==> config.mk <==
export PLATFORM = sky130hd
export DESIGN_NAME = apb_requester
export DESIGN_NICKNAME = d
export VERILOG_FILES = /design/src/rtl/apb_pkg.sv /design/src/rtl/apb_requester.sv
export SDC_FILE = /design/constraint.sdc
export NUM_CORES = 1
export LEC_CHECK = 0
export CAP_MARGIN = 10
export CORE_MARGIN = 1.5
export CORE_UTILIZATION = 40
export CTS_BUF_LIST = sky130_fd_sc_hd__clkbuf_4 sky130_fd_sc_hd__clkbuf_8
export DETAILED_ROUTE_END_ITERATION = 16
export GPL_TIMING_DRIVEN = 0
export PLACE_DENSITY = 0.81
export SLEW_MARGIN = 15
export SYNTH_ARGS = -nofsm -noshare
export SYNTH_HDL_FRONTEND = slang
export SYNTH_SLANG_ARGS = --single-unit
==> constraint.sdc <==
create_clock -name pclk -period 1.95 [get_ports pclk]
set_input_delay 0.39 -clock pclk [delete_from_list [all_inputs] [get_ports pclk]]
set_output_delay 0.39 -clock pclk [all_outputs]
set_load 0.02 [all_outputs]
==> src/rtl/apb_pkg.sv <==
// -----------------------------------------------------------------------------
// apb_pkg
// Shared definitions for the APB requester and its surroundings:
//   - FSM state encoding of the requester (IDLE / SETUP / ACCESS)
//   - default address / data widths of the APB register bus
//   - address map of the 8-bit APB register slave (registers 0x00..0x07)
// -----------------------------------------------------------------------------
package apb_pkg;

  typedef enum logic [1:0] {
    ST_IDLE   = 2'd0,
    ST_SETUP  = 2'd1,
    ST_ACCESS = 2'd2
  } apb_state_e;

  localparam int APB_ADDR_W = 8;
  localparam int APB_DATA_W = 8;

  localparam logic [7:0] REG_ADDR_0 = 8'h00;
  localparam logic [7:0] REG_ADDR_1 = 8'h01;
  localparam logic [7:0] REG_ADDR_2 = 8'h02;
  localparam logic [7:0] REG_ADDR_3 = 8'h03;
  localparam logic [7:0] REG_ADDR_4 = 8'h04;
  localparam logic [7:0] REG_ADDR_5 = 8'h05;
  localparam logic [7:0] REG_ADDR_6 = 8'h06;
  localparam logic [7:0] REG_ADDR_7 = 8'h07;

endpackage

==> src/rtl/apb_requester.sv <==
// -----------------------------------------------------------------------------
// apb_requester
// APB initiator: takes one read/write command at a time from a valid/ready
// command port, runs the APB SETUP and ACCESS phases, waits through slave wait
// states and returns a one-cycle response pulse with read data and error flag.
//
// Optional build macro: APB_REQ_TIMEOUT_EN
//   When defined, an ACCESS phase that sees pready=0 for TIMEOUT_CYCLES
//   consecutive cycles is aborted and answered with rsp_err=1, rsp_rdata=0.
//   When undefined, ACCESS waits for pready indefinitely.
//
// Ports:
//   pclk, presetn          clock, synchronous active-low reset
//   cmd_valid/cmd_ready    command handshake (ready only in IDLE)
//   cmd_write/addr/wdata   command fields, latched on acceptance
//   rsp_valid              one-cycle completion pulse
//   rsp_rdata, rsp_err     read data (0 for writes) and error; held until the
//                          next completion
//   psel/penable/pwrite/paddr/pwdata   registered APB request outputs
//   pready/pslverr/prdata  APB slave response inputs
// -----------------------------------------------------------------------------
module apb_requester
  import apb_pkg::*;
#(
  parameter int ADDR_W         = APB_ADDR_W,
  parameter int DATA_W         = APB_DATA_W,
  parameter int TIMEOUT_CYCLES = 16
) (
  input  logic              pclk,
  input  logic              presetn,
  // command side
  input  logic              cmd_valid,
  output logic              cmd_ready,
  input  logic              cmd_write,
  input  logic [ADDR_W-1:0] cmd_addr,
  input  logic [DATA_W-1:0] cmd_wdata,
  // response side
  output logic              rsp_valid,
  output logic [DATA_W-1:0] rsp_rdata,
  output logic              rsp_err,
  // APB side
  output logic              psel,
  output logic              penable,
  output logic              pwrite,
  output logic [ADDR_W-1:0] paddr,
  output logic [DATA_W-1:0] pwdata,
  input  logic              pready,
  input  logic              pslverr,
  input  logic [DATA_W-1:0] prdata
);

  apb_state_e        state_q, state_d;
  logic              psel_q, psel_d;
  logic              penable_q, penable_d;
  logic              pwrite_q, pwrite_d;
  logic [ADDR_W-1:0] paddr_q, paddr_d;
  logic [DATA_W-1:0] pwdata_q, pwdata_d;
  logic              rsp_valid_q, rsp_valid_d;
  logic              rsp_err_q, rsp_err_d;
  logic [DATA_W-1:0] rsp_rdata_q, rsp_rdata_d;

`ifdef APB_REQ_TIMEOUT_EN
  // Abort fires on the wait cycle that would bring the count to the limit.
  localparam logic [7:0] TIMEOUT_LAST = 8'(TIMEOUT_CYCLES - 1);
  logic [7:0] wait_cnt_q, wait_cnt_d;
`else
  logic [7:0] unused_timeout;
  assign unused_timeout = 8'(TIMEOUT_CYCLES);
`endif

  // Ready is withheld during the response pulse so that accepted commands are
  // always at least four cycles apart and a new request never shares a cycle
  // with the previous completion.
  assign cmd_ready = presetn && (state_q == ST_IDLE) && !rsp_valid_q;

  always_comb begin
    state_d     = state_q;
    psel_d      = psel_q;
    penable_d   = penable_q;
    pwrite_d    = pwrite_q;
    paddr_d     = paddr_q;
    pwdata_d    = pwdata_q;
    rsp_valid_d = 1'b0;
    rsp_err_d   = rsp_err_q;
    rsp_rdata_d = rsp_rdata_q;
`ifdef APB_REQ_TIMEOUT_EN
    wait_cnt_d  = wait_cnt_q;
`endif

    case (state_q)
      ST_IDLE: begin
        if (cmd_valid && cmd_ready) begin
          pwrite_d  = cmd_write;
          paddr_d   = cmd_addr;
          pwdata_d  = cmd_wdata;
          psel_d    = 1'b1;
          penable_d = 1'b0;
          state_d   = ST_SETUP;
        end
      end

      ST_SETUP: begin
        penable_d = 1'b1;
        state_d   = ST_ACCESS;
`ifdef APB_REQ_TIMEOUT_EN
        wait_cnt_d = '0;
`endif
      end

      ST_ACCESS: begin
        if (pready) begin
          psel_d      = 1'b0;
          penable_d   = 1'b0;
          state_d     = ST_IDLE;
          rsp_valid_d = 1'b1;
          rsp_err_d   = pslverr;
          rsp_rdata_d = pwrite_q ? '0 : prdata;
        end
`ifdef APB_REQ_TIMEOUT_EN
        else if (wait_cnt_q == TIMEOUT_LAST) begin
          psel_d      = 1'b0;
          penable_d   = 1'b0;
          state_d     = ST_IDLE;
          rsp_valid_d = 1'b1;
          rsp_err_d   = 1'b1;
          rsp_rdata_d = '0;
        end else begin
          wait_cnt_d = wait_cnt_q + 8'd1;
        end
`endif
      end

      default: begin
        state_d   = ST_IDLE;
        psel_d    = 1'b0;
        penable_d = 1'b0;
      end
    endcase
  end

  always_ff @(posedge pclk) begin
    if (!presetn) begin
      state_q     <= ST_IDLE;
      psel_q      <= 1'b0;
      penable_q   <= 1'b0;
      pwrite_q    <= 1'b0;
      paddr_q     <= '0;
      pwdata_q    <= '0;
      rsp_valid_q <= 1'b0;
      rsp_err_q   <= 1'b0;
      rsp_rdata_q <= '0;
`ifdef APB_REQ_TIMEOUT_EN
      wait_cnt_q  <= '0;
`endif
    end else begin
      state_q     <= state_d;
      psel_q      <= psel_d;
      penable_q   <= penable_d;
      pwrite_q    <= pwrite_d;
      paddr_q     <= paddr_d;
      pwdata_q    <= pwdata_d;
      rsp_valid_q <= rsp_valid_d;
      rsp_err_q   <= rsp_err_d;
      rsp_rdata_q <= rsp_rdata_d;
`ifdef APB_REQ_TIMEOUT_EN
      wait_cnt_q  <= wait_cnt_d;
`endif
    end
  end

  assign psel      = psel_q;
  assign penable   = penable_q;
  assign pwrite    = pwrite_q;
  assign paddr     = paddr_q;
  assign pwdata    = pwdata_q;
  assign rsp_valid = rsp_valid_q;
  assign rsp_err   = rsp_err_q;
  assign rsp_rdata = rsp_rdata_q;

endmodule

=== Word-level counts from Yosys, hierarchy flattened ===
Index checks and enable logic that the tools add are counted.

* Word-level logic and storage cells: 34
* Bits in registers: 31
* Output and inout port bits: 30
* Input port bits: 30

* Equality and inequality tests: 4
* Bitwise gates (word level): 1
* Reductions and logical operators: 10
* Multiplexer cells: 10

{| class="wikitable"
|+ Operator list
! cell !! number
|-
| 8-bit 2-to-1 mux || 1
|-
| 2-bit AND reduction || 4
|-
| 1-bit one-hot mux with 3 select lines || 2
|-
| 2-bit one-hot mux with 3 select lines || 1
|-
| 1-bit 2-to-1 mux || 4
|-
| 2-bit 2-to-1 mux || 2
|-
| 1-bit logical AND || 3
|-
| 3-bit AND reduction || 1
|-
| 2-bit by 1-bit == test with 1-bit output, second input constant || 1
|-
| 2-bit == test, second input constant || 1
|-
| 2-bit logical NOT || 1
|-
| 2-bit by 1-bit inequality test with 1-bit output, second input constant || 1
|-
| 2-bit inequality test, second input constant || 1
|-
| 1-bit logical NOT || 1
|-
| 1-bit inverter || 1
|}

=== Depth between registers and ports, before layout ===
Gate-level depths: netlist (run 1).

* Depth in word-level cells: 6
* Gate-level depth with buffers: 6
* Gate-level depth less buffers: 3

=== Worst setup path before layout (run 1) ===
Ideal clock, no wire load.

* Path type: flip-flop to flip-flop
* Start: reg state_q[1]
* End: reg pwrite_q (netlist: pwrite)
* Stages on the path, launching flop included: 7
* Setup slack: 0.530 ns
* Data arrival time: 1.304 ns
* Cells stage by stage: dfxtp_1 -> buf_6 -> or4b_4 -> buf_6 -> buf_6 -> nand2_1 -> a21boi_1

* Word-level cells in the longest chain between the ends: 5

{| class="wikitable"
|+ RTL lines
! element !! line !! text
|-
| from (decl) || apb_requester.sv:52 || <nowiki>apb_state_e state_q, state_d;</nowiki>
|-
| from (signal assigned) || apb_requester.sv:156 || <nowiki>state_q <= state_d;</nowiki>
|-
| 2-bit logical NOT (*) || apb_requester.sv:74, apb_requester.sv:90 ||
|-
| 1-bit logical AND (2 in a row) || apb_requester.sv:74 || <nowiki>assign cmd_ready = presetn && (state_q == ST_IDLE) && !rsp_valid_q;</nowiki>
|-
| 1-bit logical AND || apb_requester.sv:92 || <nowiki>if (cmd_valid && cmd_ready) begin</nowiki>
|-
| 2-bit AND reduction (no source line) (*) || n/a ||
|-
| to (signal assigned) || apb_requester.sv:159 || <nowiki>pwrite_q <= pwrite_d;</nowiki>
|-
| to (decl) || apb_requester.sv:55 || <nowiki>logic pwrite_q, pwrite_d;</nowiki>
|}

Every way passes the cells marked *; elsewhere a longest branch is shown, timed or not.
A chain may end at the register's enable or synchronous reset.

=== Worst setup path in the final report (run 1) ===
* Start: reg rsp_valid_q (netlist: rsp_valid)
* End: out rsp_valid

{| class="wikitable"
|+ RTL lines
! element !! line !! text
|-
| from (decl) || apb_requester.sv:58 || <nowiki>logic rsp_valid_q, rsp_valid_d;</nowiki>
|-
| from (signal assigned) || apb_requester.sv:162 || <nowiki>rsp_valid_q <= rsp_valid_d;</nowiki>
|-
| to (decl) || apb_requester.sv:38 || <nowiki>output logic rsp_valid,</nowiki>
|}

No word-level cell between the ends.

==> metrics.md, run 1 <==
| Metric | Value |
|---|---|
| Warning count from the yosys run | 0 |
| Crit path required time | 1.56 ns |
| Max-Cap Viols | 0 |
| Setup crit start | rsp_valid |
| Count of unique library cells instantiated by Yosys | 24 |
| H-tree depth | 2 |
| Clock sink count | 31 |
| Largest family of logic cells by synthesized area | simple AND/OR/NAND/NOR gates |
| WP buf/inv | 1 |
| Largest net degree at the start of global routing | 11 |
| RSZ-0062 raised after global routing | false |
| Syn Inst Count | 121 |
| Max_slew headroom | 66.12% |
| Antenna cells | 0 |
| First-pass GRT wire length | just under 5 mm |
| Hold path depth | 2 |
| Filler-free cell count of the finished design | about 220 |
| Sequential area share after synthesis | a little over half |
| CP top delay family | buffers and inverters |
| FF+latch count, synth | 31 |
| Critical path's slowest cell | clkdlybuf4s50_1 |
| Clock slew at reported path FFs | around 0.090 ns |
| Core area | 0.002758 mm² |
| CTS tree | done |
| Routed Wire Length | 2.918 mm |
| CTS Root Buffer Type | clkbuf_4 |
| Initial Utilization | a little over two fifths |
| Total global routing overflow | 0 |
| Reg-to-Reg Start | state_q[1] |
| Final Skew | 0.005464 ns |
| Simple-gate share of the synthesized area | between 20% and 30% |
| RePlAce Congestion | 0.7211 |
| Pwr dens | 784.3 mW/mm² |
| Port buffer count | 59 |
| Mapped cell area | ~0.0012 mm² |
| CTS max path bufs | 2 |
| IO Pins | 60 |
| Static leakage | roughly 0.74 nW |
| Final setup violation count | 0 |
| Placed cell count | 211 |
| Worst-margin pin slew | between 0.5 and 0.6 ns |
| Post-layout util | roughly two thirds |
| Final nets | between 200 and 250 |
| Flop2flop setup slack | between 0.4 and 0.5 ns |
| Hold Startpoint | paddr[3] |
| Clock Latency Late Sink | ~0.33 ns |
| Vias in the first global route | about 1100 |
| Area grow syn2layout | 62.17% |
| Setup TNS Final | 0 ns |
| Via count | ~1100 |
| Worst setup slack after placement | -0.5827 ns |
| CP Max Fanout | 5 |
| DR vias/cell | roughly 5 |
| DRC Markers | 0 |
| VDD IR max | 0.7226 mV |
| Die W | around 57 µm |
| Compound-cell area share of the yosys netlist | between 15 and 20% |
| Crit Path Category | flip-flop to primary output |
| Min Clock Period, post-route | ~1.8 ns |
| Synth Area in XOR/XNOR | 0% |
| TritonCTS Buffers | 5 |
| Die span in y | ~57 µm |
| Max incr delay on CP | approximately 0.66 ns |
| Top achievable clock speed | about 550 MHz |
| Critical path cell sequence | clkdlybuf4s50_1 |
| Detailed placer's ending HPWL | between 2 and 2.5 mm |
| GRT Overall Usage | between 15 and 20% |
| Worst EP arrival | around 1.4 ns |
| Die area | about 0.0033 mm² |
| Floorplan row count | 19 |
| Critical Path End Type | primary output |
| FILL cells | 247 |
| Crit Reg-Reg Endpoint | paddr[2] |
| Critical Path Source Type | flip-flop |
| Synth Area per Inst | roughly 9.6 µm² |
| DRT iter0 DRCs | 18 |
| Pre-antenna DRT Iters | 4 |
| Final Max Tran Viols | 0 |
| Initial antenna violation count | 0 |
| Status | finished, final reports clean |
| Mux cell area share after synthesis | less than 1% |
| Final worst setup slack | between 0.1 and 0.15 ns |
| Post-synthesis adder-cell area fraction | 0% |
| Post-CTS Setup Inserts | 0 |
| Hold crit path type | flip-flop to flip-flop |
| Power, Total | approximately 1.5 mW |
| Hold Path End | paddr[3] |
| Hold Fails Final Rpt | 0 |
| Period utilisation layout | a little over nine tenths |
| Layout cells sized above 1 | between 9 and 10% |
| Wire length per cell | roughly 13 µm |
| Post-DRT Antenna Nets | 0 |
| Number of cells on the worst reg-to-reg path | 6 |
| Syn nets | 151 |
[cells in the mapped netlist]
cell type	number	area, µm²
mux2i_1	1	10.01
nor4b_4	1	23.77
or4b_4	1	13.76
and2_1	1	6.260
a31oi_1	1	6.260
a21oi_1	1	5.000
nor2_1	3	11.26
a21boi_1	10	75.07
a22o_1	8	70.07
buf_4	1	7.510
o21ai_0	1	5.000
nand2b_1	1	6.260
inv_1	1	3.750
clkbuf_2	1	5.000
a21boi_0	8	60.06
nor3b_1	1	7.510
buf_6	3	33.78
o21a_1	1	7.510
and4b_1	1	10.01
nand2_1	36	135.1
dfxtp_1	31	620.6
nor2b_1	4	25.02
clkbuf_1	3	11.26
nand3b_1	1	7.510
[flip-flops by register name, summed over array words and instances, names as in the netlist]
register   cells
rsp_rdata      8
rsp_valid      1
pwrite         1
rsp_err        1
pwdata         8
paddr          8
state_q        2
psel           1
penable        1
[routing by layer]
| metal | routed length (µm) | vias to the layer above | track usage (%) |
|---|---|---|---|
| met5 | 0 | - | 0 |
| met4 | 46 | 0 | 6.977 |
| met3 | 146 | 5 | 6.576 |
| met2 | 1559 | 27 | 34.32 |
| met1 | 1165 | 497 | 21.00 |
| li1 | - | 536 | - |
[cell families (layout without fill, tap and decap cells)]
| logic type | count (synthesis) | after routing |
|---|---|---|
| buffers and inverters | 9 | 76 |
| DFF | 31 | 31 |
| muxes | 1 | 1 |
| and+or+nand+nor | 50 | 50 |
| AOI/OAI and AO/OA | 30 | 30 |
[repair_timing]
item | CTS | global route
gates resized for setup | 7 | 0
hold buffers | 0 | 0
setup endpoints to repair | 1 | 0
[metrics by stage]
stage	hold slack [ns]	area (µm²)
2_1_floorplan	0.5155	1167
3_3_place_gp	0.4417	1797
3_5_place_dp	0.4459	1797
4_1_cts	0.4566	1893
5_1_grt	0.4849	1893
6_report	0.4622	1893
[placed cells by master (no fill, tap or decap), types with 2 or more instances in the layout]
master and count:
a21boi_0 8, a21boi_1 10, a22o_1 8, buf_6 3, clkbuf_1 2, clkbuf_4 5
clkbuf_8 2, clkdlybuf4s50_1 57, dfxtp_1 31, nand2_1 36, nor2_1 3, nor2b_1 4
[cell type report]
type / count / area [µm²] / area share [%]
Tap cell: 31 / 38.79 / 2.049
Multi-Input combinational cell: 81 / 485.5 / 25.64
Sequential cell: 31 / 620.6 / 32.78
Clock inverter: 2 / 35.03 / 1.851
Buffer: 8 / 67.56 / 3.569
Clock buffer: 6 / 51.30 / 2.710
Inverter: 1 / 3.754 / 0.1983
Timing Repair Buffer: 59 / 590.6 / 31.20
[how the worst max path moves through the flow]
stage | depth (start not counted) | to | slack [ns]
3_5_place_dp | 5 | cmd_ready | -0.58
3_3_place_gp | 5 | cmd_ready | -0.55
4_1_cts | 1 | rsp_valid | 0.11
5_1_grt | 1 | rsp_valid | 0.07
6_report | 1 | rsp_valid | 0.12
2_1_floorplan | 6 | pwrite | 0.53
[report_power, final]
group          internal, mW  leakage [nW]  switching [mW]
combinational         0.153         0.436           0.119
sequential            0.666         0.253          0.0199
clock                 0.303        0.0482           0.224
No activity file was read; power rests on OpenSTA's default activity.
==> inputs of run 2 (changes only) <==
--- a/config.mk
+++ b/config.mk
@@ -7,11 +7,11 @@
 export LEC_CHECK = 0
 export CAP_MARGIN = 10
 export CORE_MARGIN = 1.5
-export CORE_UTILIZATION = 40
+export CORE_UTILIZATION = 39
 export CTS_BUF_LIST = sky130_fd_sc_hd__clkbuf_4 sky130_fd_sc_hd__clkbuf_8
 export DETAILED_ROUTE_END_ITERATION = 16
 export GPL_TIMING_DRIVEN = 0
-export PLACE_DENSITY = 0.81
+export PLACE_DENSITY = 0.79
 export SLEW_MARGIN = 15
 export SYNTH_ARGS = -nofsm -noshare
 export SYNTH_HDL_FRONTEND = slang
==> constraint.sdc (replaced) <==
create_clock -name pclk -period 1.73 [get_ports pclk]
set_input_delay 0.346 -clock pclk [delete_from_list [all_inputs] [get_ports pclk]]
set_output_delay 0.346 -clock pclk [all_outputs]
set_load 0.02 [all_outputs]
==> metrics.md, run 2 (synthesized netlist as in run 1, its figures left out) <==
| Metric | Value |
|---|---|
| Status | complete, but fails checks (was finished, final reports clean) |
| Failing checks | DRC |
| Crit Path Category | flip-flop to primary output (unchanged) |
| Worst-margin pin slew | 0.5320 ns (was 0.5061 ns) |
| Pwr dens | 840.4 mW/mm² (was 784.3 mW/mm²) |
| Min Clock Period, post-route | 1.669 ns |
| Max_slew headroom | 64.38% (was 66.12%) |
| RSZ-0062 raised after global routing | false (unchanged) |
| Clock sink count | 31 (unchanged) |
| GRT Overall Usage | 18.63% (was 19.21%) |
| Final Max Tran Viols | 0 (unchanged) |
| Final worst setup slack | 0.06076 ns (was 0.1173 ns) |
| Pre-antenna DRT Iters | 10 (was 4) |
| RePlAce Congestion | 0.7256 (was 0.7211) |
| Floorplan row count | 19 (unchanged) |
| CTS tree | done (unchanged) |
| Critical Path Source Type | flip-flop (unchanged) |
| Hold crit path type | flip-flop to flip-flop (unchanged) |
| Max-Cap Viols | 0 (unchanged) |
| Hold Fails Final Rpt | 0 (unchanged) |
| Post-layout util | 66.73% (was 68.65%) |
| Worst setup slack after placement | -0.7102 ns (was -0.5827 ns) |
| Clock slew at reported path FFs | 0.10 ns (was 0.09 ns) |
| Period utilisation layout | 96.49% |
| Critical Path End Type | primary output (unchanged) |
| Initial Utilization | 41.61% (was 42.33%) |
| Area grow syn2layout | 60.34% (was 62.17%) |
| Detailed placer's ending HPWL | 2.317 mm (was 2.238 mm) |
| Die W | 57.71 µm (was 57.02 µm) |
| H-tree depth | 2 (unchanged) |
| Core area | 0.002805 mm² (was 0.002758 mm²) |
| Largest net degree at the start of global routing | 11 (unchanged) |
| Clock Latency Late Sink | 0.32 ns (was 0.33 ns) |
| DRC Markers | 3 (was 0) |
| Max incr delay on CP | 0.62 ns (was 0.66 ns) |
| Vias in the first global route | 1056 (was 1084) |
| DRT iter0 DRCs | 34 (was 18) |
| Layout cells sized above 1 | 9.043% (unchanged) |
| Critical path cell sequence | clkdlybuf4s50_1 (unchanged) |
| Port buffer count | 59 (unchanged) |
| VDD IR max | 0.4430 mV (was 0.7226 mV) |
| Final nets | 217 (unchanged) |
| Static leakage | 0.7364 nW (was 0.7380 nW) |
| Final setup violation count | 0 (unchanged) |
| Wire length per cell | 13.76 µm (was 13.32 µm) |
| Top achievable clock speed | between 500 and 600 MHz |
| DP Area | 0.001797 mm² (unchanged) |
| Routed Wire Length | 3.014 mm (was 2.918 mm) |
| Via count | 1073 (was 1065) |
| Critical path's slowest cell | clkdlybuf4s50_1 (unchanged) |
| Total global routing overflow | 0 (unchanged) |
| IO Pins | 60 (unchanged) |
| CTS Root Buffer Type | clkbuf_4 (unchanged) |
| Final Skew | 0.01139 ns (was 0.005464 ns) |
| Cts hold-fix bufs | 0 (unchanged) |
| DR vias/cell | 4.900 (was 4.863) |
| Post-CTS Setup Inserts | 0 (unchanged) |
| Commonest cells after routing, fill and taps aside | clkdlybuf4s50_1, nand2_1, dfxtp_1, a21boi_1 (unchanged) |
| Die area | 0.003330 mm² (was 0.003251 mm²) |
| Crit path required time | 1.38 ns (was 1.56 ns) |
| WP buf/inv | 1 (unchanged) |
| First-pass GRT wire length | 4.719 mm (was 4.802 mm) |
| Initial antenna violation count | 0 (unchanged) |
| Worst EP arrival | 1.32 ns (was 1.44 ns) |
| Post-DRT Antenna Nets | 0 (unchanged) |
| CP top delay family | buffers and inverters (unchanged) |
| TritonCTS Buffers | 5 (unchanged) |
| Power, Total | 1.573 mW (was 1.485 mW) |
| Most common cell after layout, fill and taps aside | clkdlybuf4s50_1 (unchanged) |
| CP Max Fanout | 3 (was 5) |
| CTS max path bufs | 2 (unchanged) |
| Die span in y | 57.71 µm (was 57.02 µm) |
| Finished Cell Area | 0.001872 mm² (was 0.001893 mm²) |
| Antenna cells | 0 (unchanged) |
run 2: cell count changes in the layout (fill, tap and decap cells not counted), sizes merged:
| cell | previous run | this run |
|---|---|---|
| clkdlybuf4s15 | 1 | 0 |
| clkinv | 1 | 0 |
| bufinv | 1 | 0 |
| buf | 4 | 5 |
| clkbuf | 10 | 12 |
| dlygate4sd2 | 1 | 2 |
| clkdlybuf4s50 | 57 | 56 |
run 2: final cells by class:
class                           instances  area, µm²
Tap cell                               31      38.79
Timing Repair Buffer                   59      583.1
Buffer                                  8      67.56
Clock buffer                            8      72.57
Fill cell                             250      933.4
Inverter                                1      3.754
Sequential cell                        31      620.6
Multi-Input combinational cell         81      485.5
run 2: routing by layer:
layer | vias up | GRT usage, % | share of wire, %
met2 | 29 | 33.60 | 54
met1 | 503 | 20.73 | 39
li1 | 537 | - | -
met5 | - | 0 | 0
met3 | 4 | 3.795 | 5.4
met4 | 0 | 8.970 | 1.5
run 2: final timing paths:
check,start,end,slack [ns],depth (start not counted)
max,penable,penable,0.06,1
min,pwdata[7],pwdata[7],0.45,2
max reg2reg,state_q[1],paddr[2],0.21,5
min reg2reg,pwdata[7],pwdata[7],0.45,2
run 2: what timing repair did:
action                     in CTS  in global routing
setup endpoints to repair       2                  1
gates cloned                    0                  0
resized for setup               8                  1
run 2: through the flow:
stage          instances  hold slack (ns)  TNS (ns)
6_report             219           0.4546         0
5_1_grt              219           0.4766         0
4_1_cts              219           0.4565         0
3_5_place_dp         211           0.4440    -2.537
3_3_place_gp         211           0.4403    -1.766
2_1_floorplan        121           0.4715         0
run 2: power by group:
| part | leakage, nW | total, mW | switching (mW) | internal (mW) |
|---|---|---|---|---|
| Sequential | 0.253 | 0.774 | 0.0231 | 0.751 |
| Clock | 0.0420 | 0.492 | 0.238 | 0.255 |
| Combinational | 0.441 | 0.307 | 0.136 | 0.170 |
==> RTL edit, RTL diff (config.mk and constraints of run 2) <==
Add a define of `APB_REQ_TIMEOUT_EN`.
--- a/src/rtl/apb_requester.sv
+++ b/src/rtl/apb_requester.sv
@@ -19,6 +19,8 @@
 //   psel/penable/pwrite/paddr/pwdata   registered APB request outputs
 //   pready/pslverr/prdata  APB slave response inputs
 // -----------------------------------------------------------------------------
+`define APB_REQ_TIMEOUT_EN
+
 module apb_requester
   import apb_pkg::*;
 #(
Formal check against the unedited RTL: same outputs for any inputs over 10 cycles, from zero or initial values and one cycle with presetn low; that may be too few to reach the edited logic, so the function may still have changed.
==> RTL edit against run 2 <==
  * Combinational power decreased by 16%
  * Largest cell class is now registers
  * Worst hold slack improved by 1.0 ps
  * Clock skew shrank 8.3 ps
  * Die area rose by 23%
  * Wire length grew 12%
  * Core utilization fell by 2.1 points
  * Sequential cell count grew 7
  * Global-route usage fell by 0.42 points
  * Register-to-register slack worse by 80 ps
  * Area after synthesis up 24%
  * Cell area up 19%
  * Synthesized cell count increased by 31%
  * Total power increased by 16%
  * Worst setup slack better by 4.7 ps
==> RTL edit: results (changes against run 2) <==
Logic synthesis
  • Post-synth cell types: 36 (+50%)
  • Multiplexer share of the synthesized area: 0.006920 (-0.001654)
  • Sequential share of the synthesized area: 0.5260 (-0.005667)
  • Commonest cells in the netlist: dfxtp_1 (38), nand2_1 (38), a21oi_1 (23), a22o_1 (8), nor2_1 (7)
  • Post-synth top flop: dfxtp_1
  • Syn_nets: 190 (+26%)
  • Post-synthesis compound-gate area fraction: 0.1938 (-0.002370)
  • Xor/xnor share of the synthesized area: 0.01211 (+0.01211)
  • Synth async-reset ratio: 0 (unchanged)
  • Synth Area in Adders: 0.008651 (+0.008651)
  • Area contributors post-synth: dfxtp_1 (53%), nand2_1 (9.9%), a21oi_1 (8.0%)

Setup path
  • R2r endpoint: wait_cnt_q[7]
  • Worst Setup SP: pwrite
  • Reg2Reg Depth: 6 (+1)
  • CP max stage cell: clkdlybuf4s50_1
  • CP arrival: 1320 ps (about the same)
  • CP max stage delay: 640 ps (+20 ps)
  • Worst reg-to-reg setup slack: 130 ps (-80 ps)
  • Reg-to-Reg Start: wait_cnt_q[0]

Pwr
  • Static Leak: 0.8312 nW (+13%)
  • VDD IR max: 0.5140 mV (+16%)
  • Net Switching: 0.0004406 W (+11%)

Clock network
  • Clock Tree Root: clkbuf_8
  • H-tree Lvls: 2 (unchanged)
  • Clock-pin slew on the worst setup and hold paths: 70 ps (-30 ps)
  • Clock Latency Late Sink: 290 ps (-30 ps)
  • Clock Tree Buf Depth: 2 (unchanged)

Route
  • Met2 wire length: 1458 um (-10%)
  • Top Metal Used: met4
  • Wl on met1: 1589 um (+35%)
  • TritonRoute pass-1 iters: 4 (-6)
  • DRC viols: 0 (-3)
  • Length of routed met3 wiring: 290 um (+77%)
  • Vias per cell: 4.880 (-0.41%)
  • Final WL: 3385 um (+12%)
  • DRT iter0 DRCs: 38 (+12%)

Placement
  • Area of placed instances: 2103 um2 (+17%)
  • RD Place Congestion: 0.7361 (+1.4%)
  • Count of input and output buffers: 59 (unchanged)
  • Detail Placement HPWL: 2376 um (+2.5%)

Global route
  • Vias in the first global route: 1295 (+23%)
  • GR Util met1: 0.2176 (+0.01030)
  • First-pass GRT wire length: 5816 um (+23%)
  • Met3 usage: 0.08803 (+0.05008)
  • Grt met2 use: 0.2826 (-0.05349)
  • Total GRT Usage: 0.1821 (-0.004219)
  • Largest net degree at the start of global routing: 12 (+1)

Hold path
  • Hold Crit Start: pwdata[7]
  • Hold EP: pwdata[7]

Layout
  • Layout cells sized above 1: 0.09211 (+0.001680)
  • Post-layout nets: 258 (+19%)
  • # fillers: 292 (+17%)

Timing
  • Final Skew: 3.096 ps (-8.293 ps)
  • Slew @ Worst Pin: 459.0 ps (-72.98 ps)

Outcome
  • Outcome: finished, final reports clean
==> RTL edit: power groups by stage <==
stage	Clock (W)	Sequential, W	Combinational (W)
after floorplan	0	0.000977	0.0000784
after global placement	0	0.000944	0.000257
after detailed placement	0	0.000945	0.000258
after CTS	0.000655	0.000925	0.000258
after global routing	0.000700	0.000930	0.000278
final	0.000635	0.000926	0.000258
==> RTL edit: repair_timing <==
item                       in CTS  in global routing
pin swaps                       1                  2
setup endpoints to repair      13                 10
setup buffers                   1                  1
hold buffers                    0                  0
resized for setup               5                  4
==> RTL edit: final cells by class <==
cell class	instances	area, um2	share of cell area
flip-flops and latches	38	760.7	0.3422
multi-input cells	114	676.9	0.3044
repair buffers	61	598.1	0.2690
clock buffers	7	90.09	0.04052
well taps	46	57.56	0.02589
plain buffers	5	27.53	0.01238
inverters	2	7.507	0.003376
clock inverters	1	5.005	0.002251
==> RTL edit: how the worst max path moves through the flow <==
stage,to,slack (ps),cells after the start
5_1_grt,pwrite,8,1
2_1_floorplan,wait_cnt_q[6],120,4
3_5_place_dp,cmd_ready,-550,3
4_1_cts,rsp_rdata[7],20,5
3_3_place_gp,cmd_ready,-570,3
6_report,pwrite,70,1
==> RTL edit: per-stage QoR <==
step	total power (W)	setup slack (ps)	setup TNS, ps	std cells	hold slack [ps]
detailed placement	0.001203	-549.5	-7894	264	446.8
floorplan	0.001055	121.3	0	159	459.9
global placement	0.001201	-568.0	-8451	264	441.3
global route	0.001908	8.462	0	274	478.8
finish	0.001818	65.48	0	274	455.7
CTS	0.001838	15.48	0	273	456.9
==> RTL edit: cells by family after synthesis <==
group / after synthesis
xor+xnor: 2
fa+ha+maj: 1
mux: 1
flops: 38
compound gates: 43
simple gates: 67
buf+inv: 7
